File: config.mk
export PLATFORM = sky130hd
export DESIGN_NAME = pico_fetch
export DESIGN_NICKNAME = d
export VERILOG_FILES = /design/src/rtl/pico_fetch.sv
export SDC_FILE = /design/constraint.sdc
export NUM_CORES = 1
export LEC_CHECK = 0
export BUFFER_PORTS_ARGS = -buffer_cell sky130_fd_sc_hd__buf_2
export CORE_ASPECT_RATIO = 0.7
export CORE_MARGIN = 8
export CORE_UTILIZATION = 35
export CTS_CLUSTER_DIAMETER = 100
export DETAILED_ROUTE_END_ITERATION = 7
export GPL_ROUTABILITY_DRIVEN = 0
export MAX_ROUTING_LAYER = met4
export PLACE_DENSITY = 0.68
export SETUP_SLACK_MARGIN = 0.5
export SYNTH_ARGS = -nofsm -noshare
export SYNTH_HDL_FRONTEND = slang
export SYNTH_SLANG_ARGS = --single-unit
File: constraint.sdc
create_clock -name clk_i -period 6 [get_ports clk_i]
set_clock_uncertainty 0.2 [all_clocks]
set_input_delay 1.2 -clock clk_i [delete_from_list [all_inputs] [get_ports clk_i]]
set_output_delay 1.2 -clock clk_i [all_outputs]
set_load 0.05 [all_outputs]
File: src/rtl/pico_fetch.sv
// pico_fetch: program counter and instruction fetch unit for the pico core.
// One request/valid fetch per instruction, one EXEC cycle, then a PC update chosen by the decoder.
module pico_fetch #(
   parameter int PC_W    = 8,
   parameter int INSTR_W = 16,
   parameter int OFF_W   = 8,
   parameter int CNT_W   = 16
) (
   input  logic               clk_i,
   input  logic               rst_ni,
   input  logic               start_i,
   output logic               imem_req_o,
   output logic [PC_W-1:0]    imem_addr_o,
   input  logic               imem_rvalid_i,
   input  logic [INSTR_W-1:0] imem_rdata_i,
   output logic [INSTR_W-1:0] instr_o,
   output logic [4:0]         op_code_o,
   output logic               instr_valid_o,
   input  logic [1:0]         mode_pc_i,
   input  logic               halt_core_i,
   output logic [PC_W-1:0]    pc_o,
   output logic               halted_o,
   output logic [CNT_W-1:0]   retired_o
);

   localparam logic [1:0] MODE_INCREMENT = 2'd0;
   localparam logic [1:0] MODE_RELATIVE  = 2'd1;

   typedef enum logic [1:0] {S_IDLE, S_FETCH, S_EXEC, S_HALTED} state_t;

   state_t                   r_state, w_state_nxt;
   logic [PC_W-1:0]          r_pc, w_pc_nxt;
   logic [INSTR_W-1:0]       r_instr, w_instr_nxt;
   logic [CNT_W-1:0]         r_retired, w_retired_nxt;
   logic                     r_req, r_valid, r_halted;
   logic signed [OFF_W-1:0]  w_off;
   logic                     w_stop;

   assign w_off  = $signed(r_instr[OFF_W-1:0]);
   // HALTCOUNT and the reserved mode both stop the core, as does an explicit halt request.
   assign w_stop = halt_core_i || ((mode_pc_i != MODE_INCREMENT) && (mode_pc_i != MODE_RELATIVE));

   always_comb begin
      // NOTE: every next-value gets its default first, so no path through the case infers a latch.
      w_state_nxt   = r_state;
      w_pc_nxt      = r_pc;
      w_instr_nxt   = r_instr;
      w_retired_nxt = r_retired;
      case (r_state)
         S_IDLE: begin
            if (start_i) w_state_nxt = S_FETCH;
         end
         S_FETCH: begin
            if (imem_rvalid_i) begin
               w_instr_nxt = imem_rdata_i;
               w_state_nxt = S_EXEC;
            end
         end
         S_EXEC: begin
            if (w_stop) begin
               w_state_nxt = S_HALTED;
            end else begin
               w_state_nxt = S_FETCH;
               if (mode_pc_i == MODE_RELATIVE) w_pc_nxt = r_pc + PC_W'(w_off);
               else                            w_pc_nxt = r_pc + PC_W'(1);
               if (r_retired != '1) w_retired_nxt = r_retired + CNT_W'(1);
            end
         end
         S_HALTED: begin
            w_state_nxt = S_HALTED;
         end
         default: begin
            w_state_nxt = S_IDLE;
         end
      endcase
   end

   always_ff @(posedge clk_i or negedge rst_ni) begin
      if (!rst_ni) begin
         r_state   <= S_IDLE;
         r_pc      <= '0;
         r_instr   <= '0;
         r_retired <= '0;
         r_req     <= 1'b0;
         r_valid   <= 1'b0;
         r_halted  <= 1'b0;
      end else begin
         // NOTE: non-blocking, so every register samples the values from before this edge.
         r_state   <= w_state_nxt;
         r_pc      <= w_pc_nxt;
         r_instr   <= w_instr_nxt;
         r_retired <= w_retired_nxt;
         r_req     <= (w_state_nxt == S_FETCH);
         r_valid   <= (w_state_nxt == S_EXEC);
         r_halted  <= (w_state_nxt == S_HALTED);
      end
   end

   assign imem_req_o    = r_req;
   assign imem_addr_o   = r_pc;
   assign instr_o       = r_instr;
   assign op_code_o     = r_instr[INSTR_W-1 -: 5];
   assign instr_valid_o = r_valid;
   assign pc_o          = r_pc;
   assign halted_o      = r_halted;
   assign retired_o     = r_retired;

endmodule

# ---- Word-level counts from Yosys, hierarchy flattened
# Index checks and enable logic that the tools add are counted.
dict set report totals {
  register_bits 45
  in_bits 23
  out_inout_bits 56
  word_cells 32
}
dict set report op_classes {
  addsub 3
  n_eq_ne 9
  mux 5
  bitwise_logic 1
  reduce_logical 7
}
# op count
set ops {}
lappend ops {{adder 16 x 1 -> 16 bit (second input constant)} 1}
lappend ops {{!= test 16 bit (second input constant)} 1}
lappend ops {{adder 8 x 1 -> 8 bit (second input constant)} 1}
lappend ops {{adder 8 bit} 1}
lappend ops {{== test 2 bit (second input constant)} 4}
lappend ops {{two-way mux 8 bit} 1}
lappend ops {{case mux 2 bit (4 select lines)} 1}
lappend ops {{== test 2 x 1 -> 1 bit (second input constant)} 3}
lappend ops {{two-way mux 2 bit} 3}
lappend ops {{AND reduction 2 bit} 2}
lappend ops {{AND reduction 3 bit} 1}
lappend ops {{zero test 2 bit} 1}
lappend ops {{!= test 2 x 1 -> 1 bit (second input constant)} 1}
lappend ops {{nonzero test 2 bit} 1}
lappend ops {{logical AND 1 bit} 1}
lappend ops {{logical OR 1 bit} 1}
lappend ops {{inverter 1 bit} 1}

# ---- Logic depth before layout (Yosys ltp)
# Gate-level depths: netlist of run 1.
dict set report logic_depth {
  word_depth 6
  ltp_mapped 10
  mapped_depth_nobuf 10
}

# ---- Worst setup path after synthesis of run 1
# Ideal clock, no wire load.
dict set report synth_path {
  path_kind {input port to flip-flop}
  start {in mode_pc_i[0]}
  end {reg r_pc[6] (netlist: imem_addr_o[6])}
  setup_time_ns 0.095
  t_arrival_ns 2.839
  t_required_ns 5.705
  setup_slack_ns 2.866
  cell_stages 10
  path_buffers 0
  cell_sequence {nor2b_1 > nand2b_1 > ha_1 > inv_1 > fa_1 > nor2b_1 > o31a_1 > o21a_1 > o21a_1 > o31ai_1}
}
dict set report synth_via {
  elab_chain_cells 5
  elab_cells_between_ends 8
  classes_between {eq/ne (2); mux (1); bitwise (1); reduce/logical (4)}
}
# element line_no
set synth_rtl {}
lappend synth_rtl {{start, declared} 19} ;# input logic [1:0] mode_pc_i,
lappend synth_rtl {{!= test 2 x 1 -> 1 bit / nonzero test 2 bit (equally long branches)} 41} ;# assign w_stop = halt_core_i || ((mode_pc_i != MODE_INCREMENT) && (mode_pc_i != MODE_RELATIVE));
lappend synth_rtl {{logical AND 1 bit} 41}
lappend synth_rtl {{logical OR 1 bit} 41}
lappend synth_rtl {{inverter 1 bit (no source line)} -}
lappend synth_rtl {{AND reduction 2 bit (no source line)} -}
lappend synth_rtl {{end signal, assigned} 90} ;# r_pc <= w_pc_nxt;
lappend synth_rtl {{end, declared} 32} ;# logic [PC_W-1:0] r_pc, w_pc_nxt;
# Several ways; a longest one is shown, not always the timed one.
# A chain may end at the register's enable or synchronous reset.

# ---- Final worst setup path of run 1
dict set report layout_path {
  start {in mode_pc_i[1]}
  end {reg r_pc[6] (netlist: imem_addr_o[6])}
}
# Same word-level chain as after synthesis.

==> results of run 1 <==
==> registers in the layout, summed over array words and instances, names as in the netlist <==
| register | count |
|---|---|
| halted_o | 1 |
| imem_req_o | 1 |
| instr_valid_o | 1 |
| r_state | 2 |
| instr_o | 16 |
| imem_addr_o | 8 |
| retired_o | 16 |
==> cells by family (layout without fill, tap and decap cells) <==
logic type	Yosys count	in the layout	synth area share, %
flip-flops	45	45	50.6
AO/OA/AOI/OAI	27	27	7.99
XOR/XNOR	17	17	6.69
multiplexers	17	17	8.61
AND/OR/NAND/NOR	62	62	14.6
buffers and inverters	22	92	6.13
adder cells (fa/ha/maj)	9	9	5.40
==> cells in the final DEF (no fill, tap or decap), types with 4 or more instances in the layout <==
cell | synthesis | final
ha_1 | 8 | 8
and2_1 | 5 | 5
mux2_2 | 17 | 17
o21ai_0 | 7 | 7
inv_1 | 5 | 5
nand2_1 | 19 | 19
nor2_1 | 10 | 10
nand3_1 | 6 | 6
xor2_1 | 13 | 13
clkbuf_8 | 0 | 5
dfrtp_1 | 45 | 45
buf_2 | 1 | 78
nor2b_1 | 4 | 4
xnor2_1 | 4 | 4
==> routing by layer <==
metal,share of wire [%],GRT usage [%],vias to the layer above
li1,-,-,817
met1,47,14.7,783
met2,45,17.9,50
met3,6.8,4.33,5
met4,0.82,2.78,0
met5,0,-,-
==> worst paths after layout <==
| kind | startpoint | endpoint | slack, ns | depth (start not counted) |
|---|---|---|---|---|
| setup / recovery | mode_pc_i[1] | imem_addr_o[6] | 2.77 | 11 |
| hold / removal | retired_o[11] | retired_o[11] | 0.31 | 1 |
| setup reg to reg | r_state[0] | retired_o[9] | 3.39 | 4 |
| hold reg to reg | retired_o[11] | retired_o[11] | 0.31 | 1 |
| max in group asynchronous | rst_ni | retired_o[2] | 4.13 | 1 |
| min in group asynchronous | rst_ni | instr_o[0] | 0.86 | 1 |
==> stage by stage <==
step,setup WS (ns),cell area [sq um]
after global routing,2.56,2720
after detailed placement,2.43,2600
after global placement,2.49,2600
after CTS,2.77,2720
after floorplan,2.87,2220
final,2.77,2720
==> power by group through the flow <==
stage                     logic [mW]  registers [mW]  clock network, mW
after floorplan               0.0995           0.470                  0
after global placement         0.260           0.362                  0
after detailed placement       0.263           0.362                  0
after CTS                      0.263           0.357              0.241
after global routing           0.273           0.362              0.256
final                          0.259           0.356              0.235
==> area by class of cell <==
class                   instances  area [sq um]  share of cell area [%]
well taps                      78          97.6                    3.59
multi-input cells             132           962                    35.4
clock buffers                   5          68.8                    2.53
clock inverters                 3          46.3                    1.70
repair buffers                 79           398                    14.6
flip-flops and latches         45          1130                    41.4
inverters                       5          18.8                   0.691
==> run summary, run 1 <==
status = finished, final reports clean
Netlist cell types = 37
Fillers = 601
ys async rst share = 100%
Final Hold Fails = 0
Syn Area/Cell = 11.2 sq um
die area = 9200 sq um
fin nets = 300
cells along the critical path = buf_2 -> nor2b_1 -> nand2b_1 -> ha_1 -> inv_1 -> fa_1 -> nor2b_1 -> o31a_1 -> o21a_1 -> o21a_1 -> o31ai_1
total CTS buffers = 5
Boundary Pins = 79
CTS HTree Levels = 2
post-synth top area share = 50.6%
Chip Width = 111 um
post-CTS setup buffers = 0
syn nets = 231
final wirelength = 5110 um
DRC = 0
chip height = 82.7 um
Post-Layout Cell Count = 347
Worst Hold Class = reg -> reg
routed vias = 1655
max-cap viol count = 0
Post-synth EDFFs = 0
# setup viols final = 0
combinational power share = 30.5%
Max IR drop VDD = 0.123 mV
drt wl/cell = 14.7 um
Worst Path Class, Setup = in -> reg
ranking of synthesized cells by area = dfrtp_1 51%, mux2_2 8.6%, xor2_1 5.1%
Net Sw Frac = 38.6%
clock root cell = clkbuf_8
Post-CTS Hold Buffers = 0
Reg power frac = 41.9%
switching pwr = 0.328 mW
Clk network pwr share = 27.6%
largest net degree at the start of global routing = 46
worst-case headroom to the max-slew limit = 34.1%
P per Cell Area = 313 nW/um^2
total negative slack = 0 ns
GRT Resource Usage Total = 11.8%
min Tclk post-route = 3.23 ns
Sink Count = 45
Core Rows = 24
Largest stage delay, worst path = 0.40 ns
I/O Buffers = 78
CTS clk-pin slew, worst paths = 0.10 ns
Tot Pwr = 0.850 mW
unrepaired setup endpoints after global routing = no
count leader, synth = dfrtp_1
Placed Cells = 339
CP Buf/Inv Count = 2
Mapped Cells = 199
number of register bits inferred by synthesis = 45
Critical Path Source Type = input port
HPWL Detailed = 3880 um
Antenna Nets Post-Route = 0
Synth area leader = dfrtp_1
Pint = 0.522 mW
latest clock arrival within the worst-skew pair = 0.30 ns
share of layout cells above drive strength 1 = 39.8%
area growth from synthesis to layout = 22.2%
grt ovf = 0
initial core utilization = 36.0%
crit path max fanout = 8
Antenna Cells = 0
Max clock buf depth = 2
WP data arrival = 3.23 ns
total core area = 6190 sq um
first-pass GRT wire length = 8650 um
vias per inst = 4.77
synth warn = 0
CTS tree = yes
fin util = 43.9%
Mapped Area = 2220 sq um
initial antenna violation count = 0
DRT iter0 DRCs = 36
slowest CP cell = nor2b_1
Crit. End Element = flop
crit share post-route = 53.8%
top cells by count, synth = 45 x dfrtp_1, 19 x nand2_1, 17 x mux2_2
vias in the first global route = 1753
PostCTS Resize Cnt = 0
Main synth FF type = dfrtp_1
maximum clock rate = 0.310 GHz
worst slew pin tran = 0.989 ns
Slew Limit Fails = 0
sequential area share after synthesis = 50.6%
CP top delay family = compound AO/OA/AOI/OAI gates
Leak Pwr = 1.45 nW
CP required = 6.01 ns
hold slack final = 0.307 ns
Detailed Routing Iterations Pass 1 = 4
Power figures use the tool's default switching activity.
==> inputs of run 2 (changes only) <==
--- a/config.mk
+++ b/config.mk
@@ -5,6 +5,7 @@
 export SDC_FILE = /design/constraint.sdc
 export NUM_CORES = 1
 export LEC_CHECK = 0
+export ABC_AREA = 1
 export BUFFER_PORTS_ARGS = -buffer_cell sky130_fd_sc_hd__buf_2
 export CORE_ASPECT_RATIO = 0.7
 export CORE_MARGIN = 8
@@ -13,7 +14,7 @@
 export DETAILED_ROUTE_END_ITERATION = 7
 export GPL_ROUTABILITY_DRIVEN = 0
 export MAX_ROUTING_LAYER = met4
-export PLACE_DENSITY = 0.68
+export PLACE_DENSITY = 0.66
 export SETUP_SLACK_MARGIN = 0.5
 export SYNTH_ARGS = -nofsm -noshare
 export SYNTH_HDL_FRONTEND = slang
==> constraint.sdc (replaced) <==
create_clock -name clk_i -period 3 [get_ports clk_i]
set_clock_uncertainty 0.2 [all_clocks]
set_input_delay 0.6 -clock clk_i [delete_from_list [all_inputs] [get_ports clk_i]]
set_output_delay 0.6 -clock clk_i [all_outputs]
set_load 0.05 [all_outputs]
==> run summary, run 2 <==
top cells by count, synth = 128 x nand2_1, 45 x dfrtp_1, 30 x inv_1, 30 x nand3_1, 26 x nor2_1
most common cell after layout, fill and taps aside = nand2_1
total core area = 7190 sq um (+16%)
worst slew pin tran = 0.562 ns (-0.427 ns)
reg2reg start = retired_o[0]
Mapped Area = 2560 sq um (+15%)
vias per inst = 4.40 (-7.7%)
Worst path most repeated cell = nand2_1
ranking of synthesized cells by area = dfrtp_1 44%, nand2_1 19%, nand3_1 5.9%
CTS HTree Levels = 2 (unchanged)
total CTS buffers = 5 (unchanged)
initial core utilization = 35.7% (-0.30 points)
total negative slack = 0 ns (unchanged)
synth warn = 0 (unchanged)
Syn Area/Cell = 7.56 sq um (-32%)
drt wl/cell = 12.1 um (-18%)
unrepaired setup endpoints after global routing = no
largest net degree at the start of global routing = 46 (unchanged)
Crit. End Element = flop
worst-case headroom to the max-slew limit = 62.5% (+28 points)
M3 GR Usage = 4.06% (-0.27 points)
DRC = 0 (unchanged)
Antenna Nets Post-Route = 0 (unchanged)
chip height = 87.6 um (+5.9%)
Worst Path Class, Setup = in -> reg
WP data arrival = 2.29 ns (-0.94 ns)
syn nets = 371 (+61%)
vias in the first global route = 2240 (+28%)
Core Rows = 26 (+8.3%)
initial antenna violation count = 0 (unchanged)
Mapped Cells = 339 (+70%)
Final Hold Fails = 0 (unchanged)
CP top delay family = simple AND/OR/NAND/NOR gates
GRT Resource Usage Total = 12.7% (+0.97 points)
CP required = 3.02 ns (-2.99 ns)
fin nets = 437 (+46%)
R2R Setup Slk = 0.92 ns (-2.47 ns)
min Tclk post-route = 2.28 ns
crit path max fanout = 7 (-1)
Post-synth EDFFs = 0 (unchanged)
Critical Path Source Type = input port
CP Buf/Inv Count = 4 (+2)
routed vias = 2219 (+34%)
grt met1 use = 17.6% (+2.9 points)
post-synth top area share = 43.9% (-6.7 points)
slowest CP cell = or2_2
Post-CTS Hold Buffers = 0 (unchanged)
Critical Path Start = mode_pc_i[1]
Detailed Routing Iterations Pass 1 = 4 (unchanged)
r2r worst-path depth = 8 (+4)
share of layout cells above drive strength 1 = 24.9% (-15 points)
maximum clock rate = 0.439 GHz
Leak Pwr = 1.74 nW (+20%)
crit share post-route = 75.9%
latest clock arrival within the worst-skew pair = 0.30 ns (about the same)
Synth area leader = dfrtp_1
ys async rst share = 100% (unchanged)
R2R Path End = retired_o[15]
Antenna Cells = 0 (unchanged)
P per Cell Area = 1010 nW/um^2 (+220%)
Setup crit end = imem_addr_o[4]
CTS tree = yes
first-pass GRT wire length = 10600 um (+23%)
count leader, synth = nand2_1
Max IR drop VDD = 0.782 mV (+530%)
die area = 10400 sq um (+13%)
Fillers = 749 (+25%)
Boundary Pins = 79 (unchanged)
Netlist cell types = 26 (-30%)
most frequent cells in the layout = 128 x nand2_1, 78 x buf_2, 45 x dfrtp_1
Max clock buf depth = 2 (unchanged)
final wirelength = 6090 um (+19%)
Placed Cells = 496 (+46%)
CTS clk-pin slew, worst paths = 0.09 ns (about the same)
area growth from synthesis to layout = 18.5%
Critical Path Stages = 14 (+3)
sequential area share after synthesis = 43.9% (-6.7 points)
clock root cell = clkbuf_8
DRT iter0 DRCs = 88 (+140%)
met2 Use GR = 17.5% (-0.39 points)
Sink Count = 45 (unchanged)
post-CTS setup buffers = 0 (unchanged)
Chip Width = 118 um (+6.3%)
cells along the critical path = buf_2 -> inv_1 -> nand2_1 -> or2_2 -> ha_1 -> inv_1 -> fa_1 -> inv_1 -> nand2_1 -> nand2_1 -> and2_1 -> nand2_1 -> nand2_1 -> o21ai_0
Slew Limit Fails = 0 (unchanged)
Post-Layout Cell Count = 504 (+45%)
HPWL Detailed = 4730 um (+22%)
status = finished, final reports clean
grt ovf = 0 (unchanged)
max-cap viol count = 0 (unchanged)
layer with the highest usage = met1
number of register bits inferred by synthesis = 45 (unchanged)
# setup viols final = 0 (unchanged)
I/O Buffers = 78 (unchanged)
Main synth FF type = dfrtp_1
Worst Hold Class = in -> async
PostCTS Resize Cnt = 0 (unchanged)
Largest stage delay, worst path = 0.33 ns (-0.07 ns)
-- run 2: logic make-up after synthesis --
family | after synthesis | synth area share, %
buffers and inverters | 55 | 10.5
and+or+nand+nor | 203 | 33.8
AOI/OAI and AO/OA | 18 | 3.95
adders and majority gates | 9 | 4.69
xor gates and xnor gates | 9 | 3.07
DFF | 45 | 43.9
-- run 2: worst min-delay path by stage --
stage,depth (start not counted),slack (ns),to
global route,2,0.22,retired_o[10]
global placement,2,0.26,instr_o[9]
finish,2,0.17,retired_o[6]
CTS,2,0.19,retired_o[2]
floorplan,0,0.10,halted_o
detailed placement,2,0.27,instr_o[9]
-- run 2: cell type report --
type                       count  area [sq um]  share of cell area, %
tap                           98           123                   4.03
inverter                      35           131                   4.32
timing repair buffer          79           398                   13.1
clock inverter                 3          25.0                  0.823
sequential                    45          1130                   37.1
clock buffer                   5          68.8                   2.26
multi-input combinational    239          1170                   38.4
-- run 2: stage by stage --
stage                     area, sq um  util, %  worst slack (ns)  power (mW)  hold slack, ns
after global routing             3040     42.3             0.548        3.26           0.224
after global placement           2950     41.0             0.493        2.68           0.258
final                            3040     42.3             0.724        3.05           0.168
after detailed placement         2950     41.0             0.433        2.69           0.265
after floorplan                  2560        -             0.750        2.37           0.104
after CTS                        3040     42.3             0.748        3.10           0.194
-- run 2: worst reg2reg max path, delay by kind of cell (launching register included) --
kind,cells,cell delay [ns]
buffers and inverters,1,0.11
AND/OR/NAND/NOR,5,0.60
AO/OA/AOI/OAI,1,0.37
adder cells (fa/ha/maj),1,0.24
flip-flops,1,0.46
-- run 2: report_power, final --
group | total (mW) | switching [mW] | internal (mW) | leakage, nW
Combinational | 1.70 | 1.33 | 0.370 | 1.11
Sequential | 0.956 | 0.159 | 0.796 | 0.583
Clock | 0.396 | 0.228 | 0.169 | 0.0447
-- run 2: metal layers --
layer  wire length [um]  share of wire (%)
met1               3280                 54
met2               2430                 40
met3                352                5.8
met4                 27               0.44
met5                  0                  0
